### src/rtl/pump_rotation_ctrl_if.sv
// Sensor/contactor bundle for pump_rotation_ctrl.
// master: tank side (drives level/fault, observes pump commands).
// slave:  controller side.
interface pump_rotation_ctrl_if #(
  parameter int unsigned N_PUMPS = 4
);
  localparam int unsigned IDX_W = $clog2(N_PUMPS);

  logic [N_PUMPS-1:0] level;
  logic [N_PUMPS-1:0] fault;
  logic [N_PUMPS-1:0] pump_on;
  logic [IDX_W-1:0]   lead_idx;
  logic               alarm;
  logic               level_err;

  modport master (
    output level, fault,
    input  pump_on, lead_idx, alarm, level_err
  );

  modport slave (
    input  level, fault,
    output pump_on, lead_idx, alarm, level_err
  );
endinterface

### src/rtl/pump_rotation_ctrl.sv
// Multi-pump level controller with lead rotation, fault skipping and minimum run time.
// The number of asserted level sensors sets the number of pumps required; the lead pump
// advances after every full stop so wear is spread across the bank.
// Optional feature: define STAGGER_START_EN to stage pump starts one at a time,
// at least STAGGER_CYCLES apart (the first start from idle is immediate).
module pump_rotation_ctrl #(
  parameter int unsigned N_PUMPS        = 4,
  parameter int unsigned HOLD_CYCLES    = 8,
  parameter int unsigned STAGGER_CYCLES = 4
) (
  input  logic                 clk,
  input  logic                 reset_n,
  pump_rotation_ctrl_if.slave  bus
);
  localparam int unsigned IDX_W = $clog2(N_PUMPS);
  localparam int unsigned CW    = IDX_W + 1;
  localparam int unsigned HW    = $clog2(HOLD_CYCLES + 1);

  typedef enum logic {StIdle, StRun} state_e;

  state_e             r_state;
  logic [CW-1:0]      r_cnt;
  logic [HW-1:0]      r_hold;
  logic [IDX_W-1:0]   r_lead;
  logic [N_PUMPS-1:0] r_pump_on;
  logic               r_alarm;
  logic               r_level_err;

  state_e             w_state_d;
  logic [CW-1:0]      w_cnt_d;
  logic [IDX_W-1:0]   w_lead_d;
  logic [CW-1:0]      w_d;
  logic [CW-1:0]      w_a;
  logic [CW-1:0]      w_t;
  logic               w_inc;
  logic               w_therm;
  logic [N_PUMPS-1:0] w_lvl_inc;
  logic [N_PUMPS-1:0] w_sel;

`ifdef STAGGER_START_EN
  localparam int unsigned SW = $clog2(STAGGER_CYCLES + 1);
  logic [SW-1:0] r_stag;
`endif

  // Demand, availability and level-pattern sanity.
  always_comb begin
    w_d = '0;
    w_a = '0;
    for (int k = 0; k < N_PUMPS; k++) begin
      w_d = w_d + CW'(bus.level[k]);
      w_a = w_a + CW'(!bus.fault[k]);
    end
    w_t       = (w_d < w_a) ? w_d : w_a;
    // A thermometer code plus one has no bits in common with itself.
    w_lvl_inc = bus.level + {{(N_PUMPS-1){1'b0}}, 1'b1};
    w_therm   = ((bus.level & w_lvl_inc) == '0);
  end

  // Running-count update: fault clamp beats hold, then move toward target.
  always_comb begin
    w_cnt_d = r_cnt;
    w_inc   = 1'b0;
    if (w_a < r_cnt) begin
      w_cnt_d = w_a;
    end else if (w_t > r_cnt) begin
`ifdef STAGGER_START_EN
      if (r_cnt == '0) begin
        w_cnt_d = CW'(1);
        w_inc   = 1'b1;
      end else if (r_stag >= SW'(STAGGER_CYCLES)) begin
        w_cnt_d = r_cnt + CW'(1);
        w_inc   = 1'b1;
      end
`else
      w_cnt_d = w_t;
      w_inc   = 1'b1;
`endif
    end else if ((w_t < r_cnt) && (r_hold >= HW'(HOLD_CYCLES))) begin
      w_cnt_d = w_t;
    end
  end

  // FSM next state and lead rotation on every stop.
  always_comb begin
    int unsigned idx;
    logic        found;
    idx       = 0;
    found     = 1'b0;
    w_state_d = r_state;
    w_lead_d  = r_lead;
    unique case (r_state)
      StIdle: if (w_cnt_d != '0) w_state_d = StRun;
      StRun:  if (w_cnt_d == '0) w_state_d = StIdle;
      default: w_state_d = StIdle;
    endcase
    if ((r_state == StRun) && (w_state_d == StIdle)) begin
      // k = N_PUMPS lands back on the lead, so a lone healthy lead keeps the role.
      for (int k = 1; k <= N_PUMPS; k++) begin
        idx = int'(r_lead) + k;
        if (idx >= N_PUMPS) idx = idx - N_PUMPS;
        if (!found && !bus.fault[idx]) begin
          w_lead_d = IDX_W'(idx);
          found    = 1'b1;
        end
      end
    end
  end

  // Pick the first w_cnt_d healthy pumps walking from the lead.
  always_comb begin
    int unsigned idx;
    logic [CW-1:0] n;
    idx   = 0;
    n     = '0;
    w_sel = '0;
    for (int k = 0; k < N_PUMPS; k++) begin
      idx = int'(r_lead) + k;
      if (idx >= N_PUMPS) idx = idx - N_PUMPS;
      if (!bus.fault[idx] && (n < w_cnt_d)) begin
        w_sel[idx] = 1'b1;
        n          = n + CW'(1);
      end
    end
  end

  // State, counters and registered outputs.
  always_ff @(posedge clk or negedge reset_n) begin
    if (!reset_n) begin
      r_state     <= StIdle;
      r_cnt       <= '0;
      r_hold      <= '0;
      r_lead      <= '0;
      r_pump_on   <= '0;
      r_alarm     <= 1'b0;
      r_level_err <= 1'b0;
    end else begin
      r_state     <= w_state_d;
      r_cnt       <= w_cnt_d;
      r_lead      <= w_lead_d;
      r_pump_on   <= w_sel;
      r_alarm     <= (w_d > w_a);
      r_level_err <= !w_therm;
      if (w_inc)                          r_hold <= '0;
      else if (r_hold < HW'(HOLD_CYCLES)) r_hold <= r_hold + HW'(1);
    end
  end

`ifdef STAGGER_START_EN
  // Spacing between successive starts.
  always_ff @(posedge clk or negedge reset_n) begin
    if (!reset_n)                           r_stag <= '0;
    else if (w_inc)                         r_stag <= '0;
    else if (r_stag < SW'(STAGGER_CYCLES))  r_stag <= r_stag + SW'(1);
  end
`endif

  assign bus.pump_on   = r_pump_on;
  assign bus.lead_idx  = r_lead;
  assign bus.alarm     = r_alarm;
  assign bus.level_err = r_level_err;

endmodule

### src/flat_wrapper.sv
// flat-port wrapper written by rule: the top's interface ports become plain ports
module pump_rotation_ctrl_flat 
#(
  parameter int unsigned N_PUMPS        = 4,
  parameter int unsigned HOLD_CYCLES    = 8,
  parameter int unsigned STAGGER_CYCLES = 4
)
  (clk, reset_n, bus_level, bus_fault, bus_pump_on, bus_lead_idx, bus_alarm, bus_level_err);
  pump_rotation_ctrl_if #(.N_PUMPS(N_PUMPS)) bus_i ();
  input  logic clk;
  input  logic reset_n;
  input wire logic [$bits(bus_i.level)-1:0] bus_level;
  input wire logic [$bits(bus_i.fault)-1:0] bus_fault;
  output wire logic [$bits(bus_i.pump_on)-1:0] bus_pump_on;
  output wire logic [$bits(bus_i.lead_idx)-1:0] bus_lead_idx;
  output wire logic [$bits(bus_i.alarm)-1:0] bus_alarm;
  output wire logic [$bits(bus_i.level_err)-1:0] bus_level_err;
  assign bus_i.level = bus_level;
  assign bus_i.fault = bus_fault;
  assign bus_pump_on = bus_i.pump_on;
  assign bus_lead_idx = bus_i.lead_idx;
  assign bus_alarm = bus_i.alarm;
  assign bus_level_err = bus_i.level_err;
  pump_rotation_ctrl #(.N_PUMPS(N_PUMPS), .HOLD_CYCLES(HOLD_CYCLES), .STAGGER_CYCLES(STAGGER_CYCLES)) u_core (.clk(clk), .reset_n(reset_n), .bus(bus_i));
endmodule
### config.mk
export PLATFORM = sky130hd
export DESIGN_NAME = pump_rotation_ctrl_flat
export DESIGN_NICKNAME = d
export VERILOG_FILES = /design/src/rtl/pump_rotation_ctrl_if.sv /design/src/rtl/pump_rotation_ctrl.sv /design/src/flat_wrapper.sv
export SDC_FILE = /design/constraint.sdc
export NUM_CORES = 1
export LEC_CHECK = 0
export CELL_PAD_IN_SITES_DETAIL_PLACEMENT = 0
export CELL_PAD_IN_SITES_GLOBAL_PLACEMENT = 1
export CORE_ASPECT_RATIO = 0.9
export CORE_UTILIZATION = 45
export CTS_CLUSTER_DIAMETER = 100
export DETAILED_ROUTE_END_ITERATION = 16
export MAX_ROUTING_LAYER = met4
export PLACE_DENSITY_LB_ADDON = 0.1
export SKIP_LAST_GASP = 1
export SYNTH_ARGS = -nofsm -noshare
export SYNTH_HDL_FRONTEND = slang
export SYNTH_SLANG_ARGS = --single-unit
### constraint.sdc
create_clock -name clk -period 5.8 [get_ports clk]
set_input_delay 0.58 -clock clk [delete_from_list [all_inputs] [get_ports clk]]
set_output_delay 0.58 -clock clk [all_outputs]
set_load 0.01 [all_outputs]
# Word level (Yosys, flattened, before mapping)

Index checks and enable logic that the tools add are counted.

Flip-flop bits (word level): 16
Input bits: 10
Output and inout port bits: 8

Magnitude comparators: 28
Multiplexer cells: 61
Reductions and logical operators: 33
Equality and inequality tests: 1
Add/subtract/negate cells: 19
Bitwise gates (word level): 6

Operators with widths:

| operator              | number |
|---|---|
| $mux 32               | 9 |
| $lt 32x3->1 const B   | 8 |
| $ge 32x1->1 const B   | 4 |
| $ge 32x3->1 const B   | 4 |
| $sub 32x3->32 const B | 4 |
| $mux 4                | 6 |
| $mux 1                | 23 |
| $mux 3                | 6 |
| $bmux 1 s2            | 8 |
| $logic_not 1->1       | 15 |
| $lt 3x3->1            | 5 |
| $logic_and 1x1->1     | 13 |
| $add 3x1->3           | 4 |
| $or 4x4->4            | 3 |
| $add 4x1->4 const B   | 2 |
| $demux 1 s2           | 4 |
| $mux 2                | 4 |
| $add 2x2->3 const B   | 2 |
| $gt 3x3->1            | 2 |
| $add 1x1->2           | 2 |
| $add 2x3->4 const B   | 1 |
| $and 4x4->4           | 1 |
| $ge 4x4->1 const B    | 1 |
| $logic_not 4->1       | 1 |
| 15 further kinds      | 16 |

# Logic depth before layout (Yosys ltp)

Gate-level depths: netlist (run 1).

Word-level depth: 33
Gate-level depth with buffers: 29
Gate-level depth less buffers: 29

# Worst setup path before layout (run 1)

No wires, ideal clock.

Path type: in2reg
Start point: input port bus_fault[0]
End point: register u_core.r_pump_on[0] (netlist: u_core.bus.pump_on[0])
Stages on the path: 27
Path slack: -0.598 ns
Data arrival time: 6.329 ns
Cell sequence: inv_1 > ha_1 > fa_1 > ha_1 > inv_1 > ha_1 > or3b_4 > nand4_1 > nand2_1 > ha_1 > and3b_4 > or3_4 > and3_4 > o31a_1 > buf_6 > nor2_1 > nor2_1 > ha_1 > ha_1 > or3_1 > o311ai_4 > and3_1 > ha_1 > a211o_1 > a211oi_2 > a32oi_1 > nand3_1

Word-level cells in the longest chain between the ends: 23
Elaborated cells on any way between the ends: 45
Those cells by class: 5 x add/sub; 8 x order compare; 19 x mux; 3 x bitwise; 10 x reduce/logical

Ends and longest elaborated chain:

| element                      | RTL line                  | source |
|---|---|---|
| start, declared              | flat_wrapper.sv:13        | `input wire logic [$bits(bus_i.fault)-1:0] bus_fault;` |
| $logic_not 1->1 (*)          | pump_rotation_ctrl.sv:51  | `w_a = w_a + CW'(!bus.fault[k]);` |
| $add 1x1->2 (*)              | pump_rotation_ctrl.sv:51  |  |
| $add 3x1->3 (*) (2 in a row) | pump_rotation_ctrl.sv:51  |  |
| $lt 3x3->1                   | pump_rotation_ctrl.sv:53  | `w_t = (w_d < w_a) ? w_d : w_a;` |
| $mux 3                       | pump_rotation_ctrl.sv:53  |  |
| $lt 3x3->1                   | pump_rotation_ctrl.sv:78  | `end else if ((w_t < r_cnt) && (r_hold >= HW'(HOLD_CYCLES))) begin` |
| $logic_and 1x1->1            | pump_rotation_ctrl.sv:78  |  |
| $mux 3                       | pump_rotation_ctrl.sv:78  |  |
| [2 not listed]               | -                         |  |
| via u_core.w_cnt_d[2]        | pump_rotation_ctrl.sv:30  | `logic [CW-1:0] w_cnt_d;` |
| [5 not listed]               | -                         |  |
| $mux 3                       | pump_rotation_ctrl.sv:119 | `if (!bus.fault[idx] && (n < w_cnt_d)) begin` |
| $lt 3x3->1                   | pump_rotation_ctrl.sv:119 |  |
| $logic_and 1x1->1            | pump_rotation_ctrl.sv:119 |  |
| $mux 3                       | pump_rotation_ctrl.sv:119 |  |
| $lt 3x3->1                   | pump_rotation_ctrl.sv:119 |  |
| $logic_and 1x1->1            | pump_rotation_ctrl.sv:119 |  |
| $mux 4 (*)                   | pump_rotation_ctrl.sv:119 |  |
| via u_core.w_sel[0]          | pump_rotation_ctrl.sv:38  | `logic [N_PUMPS-1:0] w_sel;` |
| end signal, assigned         | pump_rotation_ctrl.sv:140 | `r_pump_on <= w_sel;` |
| end, declared                | pump_rotation_ctrl.sv:25  | `logic [N_PUMPS-1:0] r_pump_on;` |

The timed path passes the listed nets; every way through them passes the cells marked *. The select of a mux whose other input is x is not followed.
A chain may end at the register's enable or synchronous reset.

# Worst setup path in the final report (run 1)

Start point: input port bus_fault[0]
End point: register u_core.r_pump_on[0] (netlist: u_core.bus.pump_on[0])

Word-level cells in the longest chain between the ends: 23
Elaborated cells on any way between the ends: 45
Those cells by class: 5 x add/sub; 8 x order compare; 19 x mux; 3 x bitwise; 10 x reduce/logical

Ends and longest elaborated chain:

| element                  | RTL line |
|---|---|
| $logic_not 1->1          | pump_rotation_ctrl.sv:51 |
| $add 1x1->2              | pump_rotation_ctrl.sv:51 |
| $add 3x1->3 (2 in a row) | pump_rotation_ctrl.sv:51 |
| $lt 3x3->1               | pump_rotation_ctrl.sv:53 |
| $mux 3                   | pump_rotation_ctrl.sv:53 |
| $lt 3x3->1               | pump_rotation_ctrl.sv:78 |
| $logic_and 1x1->1        | pump_rotation_ctrl.sv:78 |
| $mux 3                   | pump_rotation_ctrl.sv:78 |
| [7 not listed]           | - |
| $mux 3                   | pump_rotation_ctrl.sv:119 |
| $lt 3x3->1               | pump_rotation_ctrl.sv:119 |
| $logic_and 1x1->1        | pump_rotation_ctrl.sv:119 |
| $mux 3                   | pump_rotation_ctrl.sv:119 |
| $lt 3x3->1               | pump_rotation_ctrl.sv:119 |
| $logic_and 1x1->1        | pump_rotation_ctrl.sv:119 |
| $mux 4 (*)               | pump_rotation_ctrl.sv:119 |
| via u_core.w_sel[0]      | pump_rotation_ctrl.sv:38 |

Marks and branches as above.

==> results of run 1 <==
==> how the worst max path moves through the flow <==
stage	slack (ps)	depth (start not counted)	endpoint	start
after global routing	-630	30	u_core.bus.pump_on[0]	bus_fault[0]
after detailed placement	-1070	28	u_core.bus.pump_on[2]	bus_fault[1]
final	-460	30	u_core.bus.pump_on[0]	bus_fault[0]
after global placement	-980	28	u_core.bus.pump_on[1]	bus_fault[1]
after CTS	-260	28	u_core.bus.pump_on[2]	bus_fault[0]
after floorplan	-220	27	u_core.bus.pump_on[0]	bus_fault[1]
==> flip-flops by register name (all words and copies together) (netlist names) <==
signal	flops
u_core.bus.pump_on	4
u_core.r_hold	4
u_core.r_cnt	3
u_core.bus.lead_idx	2
u_core.bus.alarm	1
u_core.bus.level_err	1
u_core.r_state	1
==> layout by cell type (no fill, tap or decap), types with 3 or more instances in the layout <==
master           instances
nand2_1                  6
a22o_1                   4
dfrtp_1                 16
mux2i_1                  4
a31oi_1                  4
ha_1                    14
dlygate4sd2_1            3
clkbuf_8                 4
a211oi_4                 3
inv_4                    3
nor2_1                  11
mux4_2                   4
nand3_1                  7
o21ai_0                  3
buf_4                   73
ha_4                    10
a32oi_1                  4
nor2b_1                  7
a22oi_1                  5
nor2_2                   3
buf_6                    4
inv_2                    4
clkdlybuf4s50_1          9
inv_1                   17
==> repair_timing <==
item	4_1_cts	5_1_grt
pin swaps	24	31
setup buffers	26	8
setup endpoints to repair	4	5
gates resized for setup	40	22
hold buffers	0	0
==> cell families after synthesis <==
| group | count (synthesis) | synth area share |
|---|---|---|
| xor+xnor | 3 | 0.01386 |
| simple gates | 59 | 0.1894 |
| flops | 16 | 0.2112 |
| compound gates | 54 | 0.2667 |
| fa+ha+maj | 27 | 0.1861 |
| mux | 8 | 0.06865 |
| buf+inv | 27 | 0.06402 |
==> critical path, delay by kind of cell <==
family	cells	cell delay (ps)
AOI/OAI and AO/OA	7	1210
adders and majority gates	8	2030
buffers and inverters	6	570
and+or+nand+nor	8	1860
muxes	1	210
==> final cells by class <==
type	count	area [sq um]	share of cell area
flip-flops and latches	16	400.4	0.1307
inverters	25	113.9	0.03717
well taps	48	60.06	0.01961
repair buffers	92	749.5	0.2447
multi-input cells	151	1684	0.5498
clock buffers	4	55.05	0.01797
==> through the flow <==
| stage | hold WS (ps) | TNS, ps | area [sq um] |
|---|---|---|---|
| finish | 564.9 | -1783 | 3063 |
| floorplan | 284.4 | -863.7 | 2048 |
| detailed placement | 561.5 | -4254 | 2599 |
| global placement | 527.6 | -3904 | 2599 |
| global route | 587.9 | -2373 | 3063 |
| CTS | 577.8 | -1026 | 2903 |
==> layer usage <==
metal  vias up  track usage  wire length (microns)
li1        918            -                      -
met1       965       0.3495                   2541
met2        72       0.5012                   3275
met3        20      0.05600                    373
met4         0      0.09750                    200
met5         -            -                      0
==> results.md, run 1 <==
### Logic synthesis
* **Synth Cell Area** 1896 sq um
* **Mapped Avg Cell Area** 9.771 sq um
* **number of warnings reported in the yosys synthesis log** 0
* **cells taking the most area after synthesis** dfrtp_1, ha_1, mux4_2, inv_1, nor2_1
* **Post-synth EDFFs** 0
* **prevailing post-synth register cell** dfrtp_1
* **share of synthesized area occupied by flip-flops and latches** 0.2112
* **commonest cells in the netlist** ha_1, inv_1, dfrtp_1
* **most repeated cell in the gate-level netlist after synthesis** ha_1
* **number of distinct library cell variants in the gate-level netlist after synthesis** 61
* **number of storage elements in the synthesis netlist** 16
* **nets in the synthesized netlist** 231
* **cell accounting for the most synthesized area** dfrtp_1
* **share of Yosys cell area claimed by the top area cell type** 0.2112
* **Async SR Flop Fraction** 1.000
* **Syn Inst Count** 194

### Worst setup path
* **Critical Path Start Type** input port
* **startpoint of the worst-slack reg-to-reg timing path** u_core.r_cnt[2]
* **endpoint of the most critical register-to-register path** u_core.bus.pump_on[0]
* **sort of element at the end of the critical path** flop
* **critical path peak fanout** 4
* **CP Class** in2reg
* **arrival time worst endpoint** 6450 ps
* **largest stage delay on the critical path** 390 ps
* **most used cell, CP** ha_4
* **Required @ worst endpoint** 5990 ps
* **crit path max-delay cell type** or3b_4
* **reg2reg path depth** 21
* **worst setup slack for register-to-register paths** 1060 ps

### Route
* **wire length reported by the detailed router** 6391 microns
* **drt first-iter violations** 148
* **remaining number of nets flagged by the antenna check after routing** 0
* **number of vias per cell after detailed routing** 5.878
* **via count** 1975
* **first-pass iteration count of the detailed router** 5
* **WL/cell** 19.02 microns
* **number of remaining DRC errors** 0

### Global route
* **GR Overflow Total** 0
* **Total Routing Usage GR** 0.2950
* **largest net degree at the start of global routing** 17
* **first-pass GRT wire length** 9908 microns
* **antenna violations before repair** 0
* **number of global-route vias before repair** 1975

### Worst hold path
* **startpoint of the worst hold path** u_core.r_hold[2]
* **min-delay worst type** reg2reg
* **Hold Crit Endpoint** u_core.r_hold[3]
* **number of instances on the worst hold path** 2

### Timing
* **max frequency** 0.1597 GHz
* **number of pins exceeding their max-slew limit in the final report** 0
* **headroom to the max-slew limit** 0.4405
* **actual slew at the worst max-slew pin** 836.6 ps
* **final worst-path cycle share** 1.080
* **Final Hold Viols** 0
* **maximum clock skew at final layout** 8.430 ps
* **total of endpoints with negative setup slack in the final report** 4
* **unrepaired setup endpoints after global routing** yes
* **final critical path time including I/O delays and setup** 6263 ps
* **least setup slack across all paths after layout** -462.7 ps

### Place
* **number of buffer cells added on primary ports** 17
* **Placement Setup Slack** -1072 ps
* **gp weighted congestion** 0.8747
* **cell count after placement** 303
* **HPWL Detailed** 4153 microns

### Finish
* **Post-layout nets** 326
* **layout cell share with drive strength beyond 1** 0.5278
* **final core area utilization** 0.7570
* **number of cells in the finished layout apart from fillers** 336
* **final-layout fill cell count** 290
* **antenna diode count** 0
* **synth-to-layout area growth** 61.58%

### Flow run
* **Max-Cap Viols** 0

### Die
* **Rows** 22
* **area of the core region** 4046 sq um
* **die outline area** 4476 sq um
* **x dimension of the die** 70.42 microns
* **vertical extent of the die** 63.57 microns
* **count of pins on the block boundary** 18
* **Initial Utilization** 0.4685

### Clocking
* **clock-pin slew of the registers on the worst-case setup and hold paths** 70 ps
* **Clock Sink Count** 16
* **clock buffer count from CTS** 3
* **number of H-tree levels** 1
* **worst-skew pair later-pin latency** 260 ps
* **Max Root-Sink Buffers** 2
* **TritonCTS clock tree** yes
* **Clk Tree Root Cell** clkbuf_8

### Status
* **outcome** complete, but fails checks
* **violations in the final reports** negative setup slack

Power of run 1 is left out: the tool's default activity adds up to more than one toggle a clock period on the data nets, which glitch-free logic cannot reach.
==> run 2: changes to the inputs <==
--- a/config.mk
+++ b/config.mk
@@ -8,7 +8,7 @@
 export CELL_PAD_IN_SITES_DETAIL_PLACEMENT = 0
 export CELL_PAD_IN_SITES_GLOBAL_PLACEMENT = 1
 export CORE_ASPECT_RATIO = 0.9
-export CORE_UTILIZATION = 45
+export CORE_UTILIZATION = 35
 export CTS_CLUSTER_DIAMETER = 100
 export DETAILED_ROUTE_END_ITERATION = 16
 export MAX_ROUTING_LAYER = met4
==> constraint.sdc (replaced) <==
create_clock -name clk -period 6 [get_ports clk]
set_input_delay 0.6 -clock clk [delete_from_list [all_inputs] [get_ports clk]]
set_output_delay 0.6 -clock clk [all_outputs]
set_load 0.01 [all_outputs]
==> run 2 against run 1 <==
- the run still ends with negative setup slack left
- first-iteration DRC count is 22% lower
- setup slack improved by 280 ps
- die area rose by 28%
- clock-buffer cell count unchanged
- register-to-register slack better by 320 ps
- design area down 0.57%
- global-route usage decreased by 8.2 points
- cell count is 5.7% higher
- non-clock buffer count is the same
- utilization decreased by 17 points
- via count fell by 2.6%
- clock skew increased by 2.8 ps
- largest cell class unchanged
- highest routed layer unchanged
==> results.md, run 2 (synthesis gave the netlist of run 1 again) <==
### Timing
* **Final Hold Viols** 0
* **least setup slack across all paths after layout** -184.9 ps
* **final worst-path cycle share** 1.031
* **actual slew at the worst max-slew pin** 829.4 ps
* **headroom to the max-slew limit** 0.4453
* **maximum clock skew at final layout** 11.25 ps
* **final critical path time including I/O delays and setup** 6185 ps
* **max frequency** 0.1617 GHz
* **unrepaired setup endpoints after global routing** yes
* **total of endpoints with negative setup slack in the final report** 4
* **number of pins exceeding their max-slew limit in the final report** 0

### Clocking
* **clock-pin slew of the registers on the worst-case setup and hold paths** 80 ps
* **clock buffer count from CTS** 3
* **number of H-tree levels** 1
* **Max Root-Sink Buffers** 2
* **TritonCTS clock tree** yes
* **worst-skew pair later-pin latency** 260 ps
* **Clk Tree Root Cell** clkbuf_8
* **Clock Sink Count** 16

### Status
* **violations in the final reports** negative setup slack
* **outcome** complete, but fails checks

### Die
* **die outline area** 5715 sq um
* **count of pins on the block boundary** 18
* **Rows** 25
* **area of the core region** 5224 sq um
* **x dimension of the die** 79.58 microns
* **vertical extent of the die** 71.82 microns
* **Initial Utilization** 0.3629

### Route
* **via count** 1923
* **number of remaining DRC errors** 0
* **remaining number of nets flagged by the antenna check after routing** 0
* **WL/cell** 16.12 microns
* **wire length reported by the detailed router** 5723 microns
* **first-pass iteration count of the detailed router** 4
* **number of vias per cell after detailed routing** 5.417
* **drt first-iter violations** 115

### Global route
* **antenna violations before repair** 0
* **GR Overflow Total** 0
* **number of global-route vias before repair** 1958
* **Total Routing Usage GR** 0.2133
* **largest net degree at the start of global routing** 17
* **first-pass GRT wire length** 9121 microns

### Place
* **number of buffer cells added on primary ports** 17
* **HPWL Detailed** 3988 microns
* **gp weighted congestion** 0.8743

### Finish
* **most used cells in the layout excluding fill and tap cells** buf_4, inv_1, dfrtp_1, nor2_1, ha_1
* **synth-to-layout area growth** 60.66%
* **Post-layout nets** 326
* **final-layout fill cell count** 425
* **final core area utilization** 0.5830
* **layout cell share with drive strength beyond 1** 0.5139
* **antenna diode count** 0
* **commonest non-fill, non-tap cell in the layout** buf_4

### Worst setup path
* **Critical Path Start Type** input port
* **sort of element at the end of the critical path** flop
* **arrival time worst endpoint** 6370 ps
* **CP Class** in2reg
* **critical path peak fanout** 4
* **most used cell, CP** ha_4
* **Required @ worst endpoint** 6190 ps
* **largest stage delay on the critical path** 430 ps
* **crit path max-delay cell type** a2111oi_4

### Worst hold path
* **min-delay worst type** reg2reg

### Flow run
* **Max-Cap Viols** 0

[run 2: critical path, delay by kind of cell]
kind | cells | cell delay, ps
muxes | 1 | 260
AOI/OAI and AO/OA | 7 | 1270
buffers and inverters | 4 | 300
adders and majority gates | 8 | 2070
and+or+nand+nor | 9 | 1870
[run 2: path summary, 6_finish.rpt]
path                       cells after the start  slack [ps]             start                     end
max in group asynchronous                      1        4660           reset_n  u_core.bus.lead_idx[0]
setup / recovery                              29        -180      bus_fault[0]   u_core.bus.pump_on[1]
setup reg to reg                              20        1380   u_core.r_cnt[2]   u_core.bus.pump_on[1]
hold / removal                                 2         560  u_core.r_hold[2]        u_core.r_hold[2]
hold reg to reg                                2         560  u_core.r_hold[2]        u_core.r_hold[2]
min in group asynchronous                      1         810           reset_n        u_core.r_hold[2]
[run 2: per-layer routing]
layer  GRT usage  wire (microns)  up-vias
met3     0.02038             216       14
li1            -               -      916
met1      0.2742            2630      929
met2      0.3466            2740       64
met5           -               0        -
met4     0.07879             136        0
[run 2: timing repair]
action,CTS,global route
hold endpoints to repair,0,0
hold buffers,0,0
setup buffers,29,6
resized for setup,38,19
pin swaps,23,33
setup endpoints to repair,4,5
[run 2: per-stage QoR]
stage          cells  cell area (sq um)  hold slack [ps]  TNS [ps]  setup WS, ps
2_1_floorplan    194               2048            304.4    -143.7        -36.22
3_3_place_gp     318               2592            528.8     -3488        -874.7
3_5_place_dp     318               2592            539.9     -3743        -942.6
4_1_cts          351               2895            559.3    -505.7        -131.3
5_1_grt          355               3045            588.6     -1494        -381.4
6_report         355               3045            563.4    -721.0        -184.9
[run 2: area by class of cell]
cell class	count	area, sq um	share of cell area
Clock buffer	4	55.05	0.01808
Inverter	25	116.4	0.03821
Multi-Input combinational cell	151	1638	0.5378
Sequential cell	16	400.4	0.1315
Tap cell	67	83.83	0.02753
Timing Repair Buffer	92	752.0	0.2469
Power of run 2 is left out for the same reason.
==> run 3: changes to the inputs <==
--- a/config.mk
+++ b/config.mk
@@ -7,7 +7,7 @@
 export LEC_CHECK = 0
 export CELL_PAD_IN_SITES_DETAIL_PLACEMENT = 0
 export CELL_PAD_IN_SITES_GLOBAL_PLACEMENT = 1
-export CORE_ASPECT_RATIO = 0.9
+export CORE_ASPECT_RATIO = 1.4
 export CORE_UTILIZATION = 35
 export CTS_CLUSTER_DIAMETER = 100
 export DETAILED_ROUTE_END_ITERATION = 16
==> run 3 against run 2 <==
- the flow still finishes with violations (negative setup slack)
- clock skew is 7.0 ps lower
- non-clock buffer count fell by 9
- critical path type unchanged
- critical path depth grew 1
- routed wire length down 5.0%
==> results.md, run 3 (synthesis gave the netlist of run 1 again) <==
### Status
* **outcome** complete, but fails checks
* **violations in the final reports** negative setup slack

### Clocking
* **worst-skew pair later-pin latency** 250 ps
* **Clock Sink Count** 16
* **TritonCTS clock tree** yes
* **Clk Tree Root Cell** clkbuf_8
* **clock-pin slew of the registers on the worst-case setup and hold paths** 60 ps
* **number of H-tree levels** 1
* **clock buffer count from CTS** 3
* **# hold bufs at CTS** 0
* **Max Root-Sink Buffers** 2

### Worst hold path
* **min-delay worst type** reg2reg
* **startpoint of the worst hold path** u_core.r_hold[2]
* **Hold Crit Endpoint** u_core.r_hold[2]
* **number of instances on the worst hold path** 2

### Global route
* **GR Overflow Total** 0
* **largest net degree at the start of global routing** 17
* **Total Routing Usage GR** 0.2003
* **first-pass GRT wire length** 8687 microns
* **number of global-route vias before repair** 1951
* **antenna violations before repair** 0

### Finish
* **synth-to-layout area growth** 56.17%
* **commonest non-fill, non-tap cell in the layout** buf_4
* **layout cell share with drive strength beyond 1** 0.5090
* **number of cells in the finished layout apart from fillers** 345
* **antenna diode count** 0
* **most used cells in the layout excluding fill and tap cells** buf_4, inv_1, dfrtp_1, ha_1, nor2_1
* **Post-layout nets** 317

### Route
* **number of vias per cell after detailed routing** 5.284
* **remaining number of nets flagged by the antenna check after routing** 0
* **first-pass iteration count of the detailed router** 4
* **wire length reported by the detailed router** 5435 microns
* **number of remaining DRC errors** 0
* **WL/cell** 15.75 microns
* **via count** 1823
* **drt first-iter violations** 48

### Worst setup path
* **Critical Path Start Type** input port
* **most used cell, CP** ha_4
* **reg2reg path depth** 22
* **sort of element at the end of the critical path** flop
* **startpoint of the worst-slack reg-to-reg timing path** u_core.r_cnt[2]
* **arrival time worst endpoint** 6360 ps
* **Required @ worst endpoint** 6190 ps
* **critical path peak fanout** 5
* **worst setup slack for register-to-register paths** 1500 ps
* **endpoint of the most critical register-to-register path** u_core.bus.pump_on[3]
* **crit path max-delay cell type** or3_4
* **largest stage delay on the critical path** 410 ps
* **CP Class** in2reg

### Place
* **cell count after placement** 322
* **gp weighted congestion** 0.9113
* **number of buffer cells added on primary ports** 17
* **HPWL Detailed** 4279 microns

### Timing
* **sum of negative setup slack** -659.6 ps
* **number of pins exceeding their max-slew limit in the final report** 0
* **headroom to the max-slew limit** 0.5081
* **final critical path time including I/O delays and setup** 6170 ps
* **total of endpoints with negative setup slack in the final report** 4
* **max frequency** 0.1621 GHz
* **unrepaired setup endpoints after global routing** yes
* **final worst-path cycle share** 1.028
* **least setup slack across all paths after layout** -170.1 ps
* **actual slew at the worst max-slew pin** 735.5 ps
* **Final Hold Viols** 0
* **hold_ws** 562.3 ps
* **maximum clock skew at final layout** 4.205 ps

### Die
* **vertical extent of the die** 89.08 microns
* **area of the core region** 5197 sq um
* **die outline area** 5718 sq um
* **count of pins on the block boundary** 18
* **Rows** 31
* **x dimension of the die** 64.20 microns
* **Initial Utilization** 0.3647

### Flow run
* **Max-Cap Viols** 0

## run 3: cell count changes in the layout (fill, tap and decap cells not counted), moves of 2 or more
cell	change
inv_2	+2
buf_4	-8
nor2_1	-3
inv_4	-2
buf_2	+2
buf_8	-3
nor2_4	+3
## run 3: how the worst max path moves through the flow
stage / start / endpoint / cells after the start
6_report: bus_fault[1] / u_core.bus.pump_on[3] / 30
5_1_grt: bus_fault[1] / u_core.bus.pump_on[3] / 30
4_1_cts: bus_fault[1] / u_core.bus.pump_on[3] / 30
3_5_place_dp: bus_fault[1] / u_core.bus.pump_on[3] / 29
3_3_place_gp: bus_fault[1] / u_core.bus.pump_on[2] / 29
2_1_floorplan: bus_fault[1] / u_core.bus.pump_on[0] / 27
## run 3: repair_timing
| action | 4_1_cts | 5_1_grt |
|---|---|---|
| pin swaps | 26 | 31 |
| gates resized for setup | 35 | 18 |
| setup endpoints to repair | 4 | 4 |
| setup buffers | 15 | 5 |
| cloned | 0 | 0 |
## run 3: stage by stage
stage               setup slack (ps)  instance area, sq um    util
detailed placement            -832.9                  2629  0.5058
finish                        -170.1                  2960  0.5696
CTS                           -144.0                  2831  0.5448
global placement              -738.9                  2629  0.5058
floorplan                     -36.22                  2048       -
global route                  -406.4                  2960  0.5696
## run 3: layout make-up
class / instances / area (sq um)
Inverter: 25 / 111.4
Fill cell: 469 / 2237
Clock buffer: 4 / 55.05
Sequential cell: 16 / 400.4
Timing Repair Buffer: 83 / 669.4
Multi-Input combinational cell: 151 / 1642
Tap cell: 66 / 82.58
## run 3: worst max-delay path: cells and delay by family
kind            cells  cell delay, ps
compound gates      7            1160
simple gates        9            1900
fa+ha+maj           8            2050
buf+inv             5             420
mux                 1             190
## run 3: metal layers
layer	GRT usage	routed length (microns)	vias to the layer above
met5	-	0	-
met1	0.1975	2063	878
met2	0.4149	3116	37
met4	0.04242	125	0
li1	-	-	897
met3	0.02168	131	11
Power of run 3 is left out for the same reason.
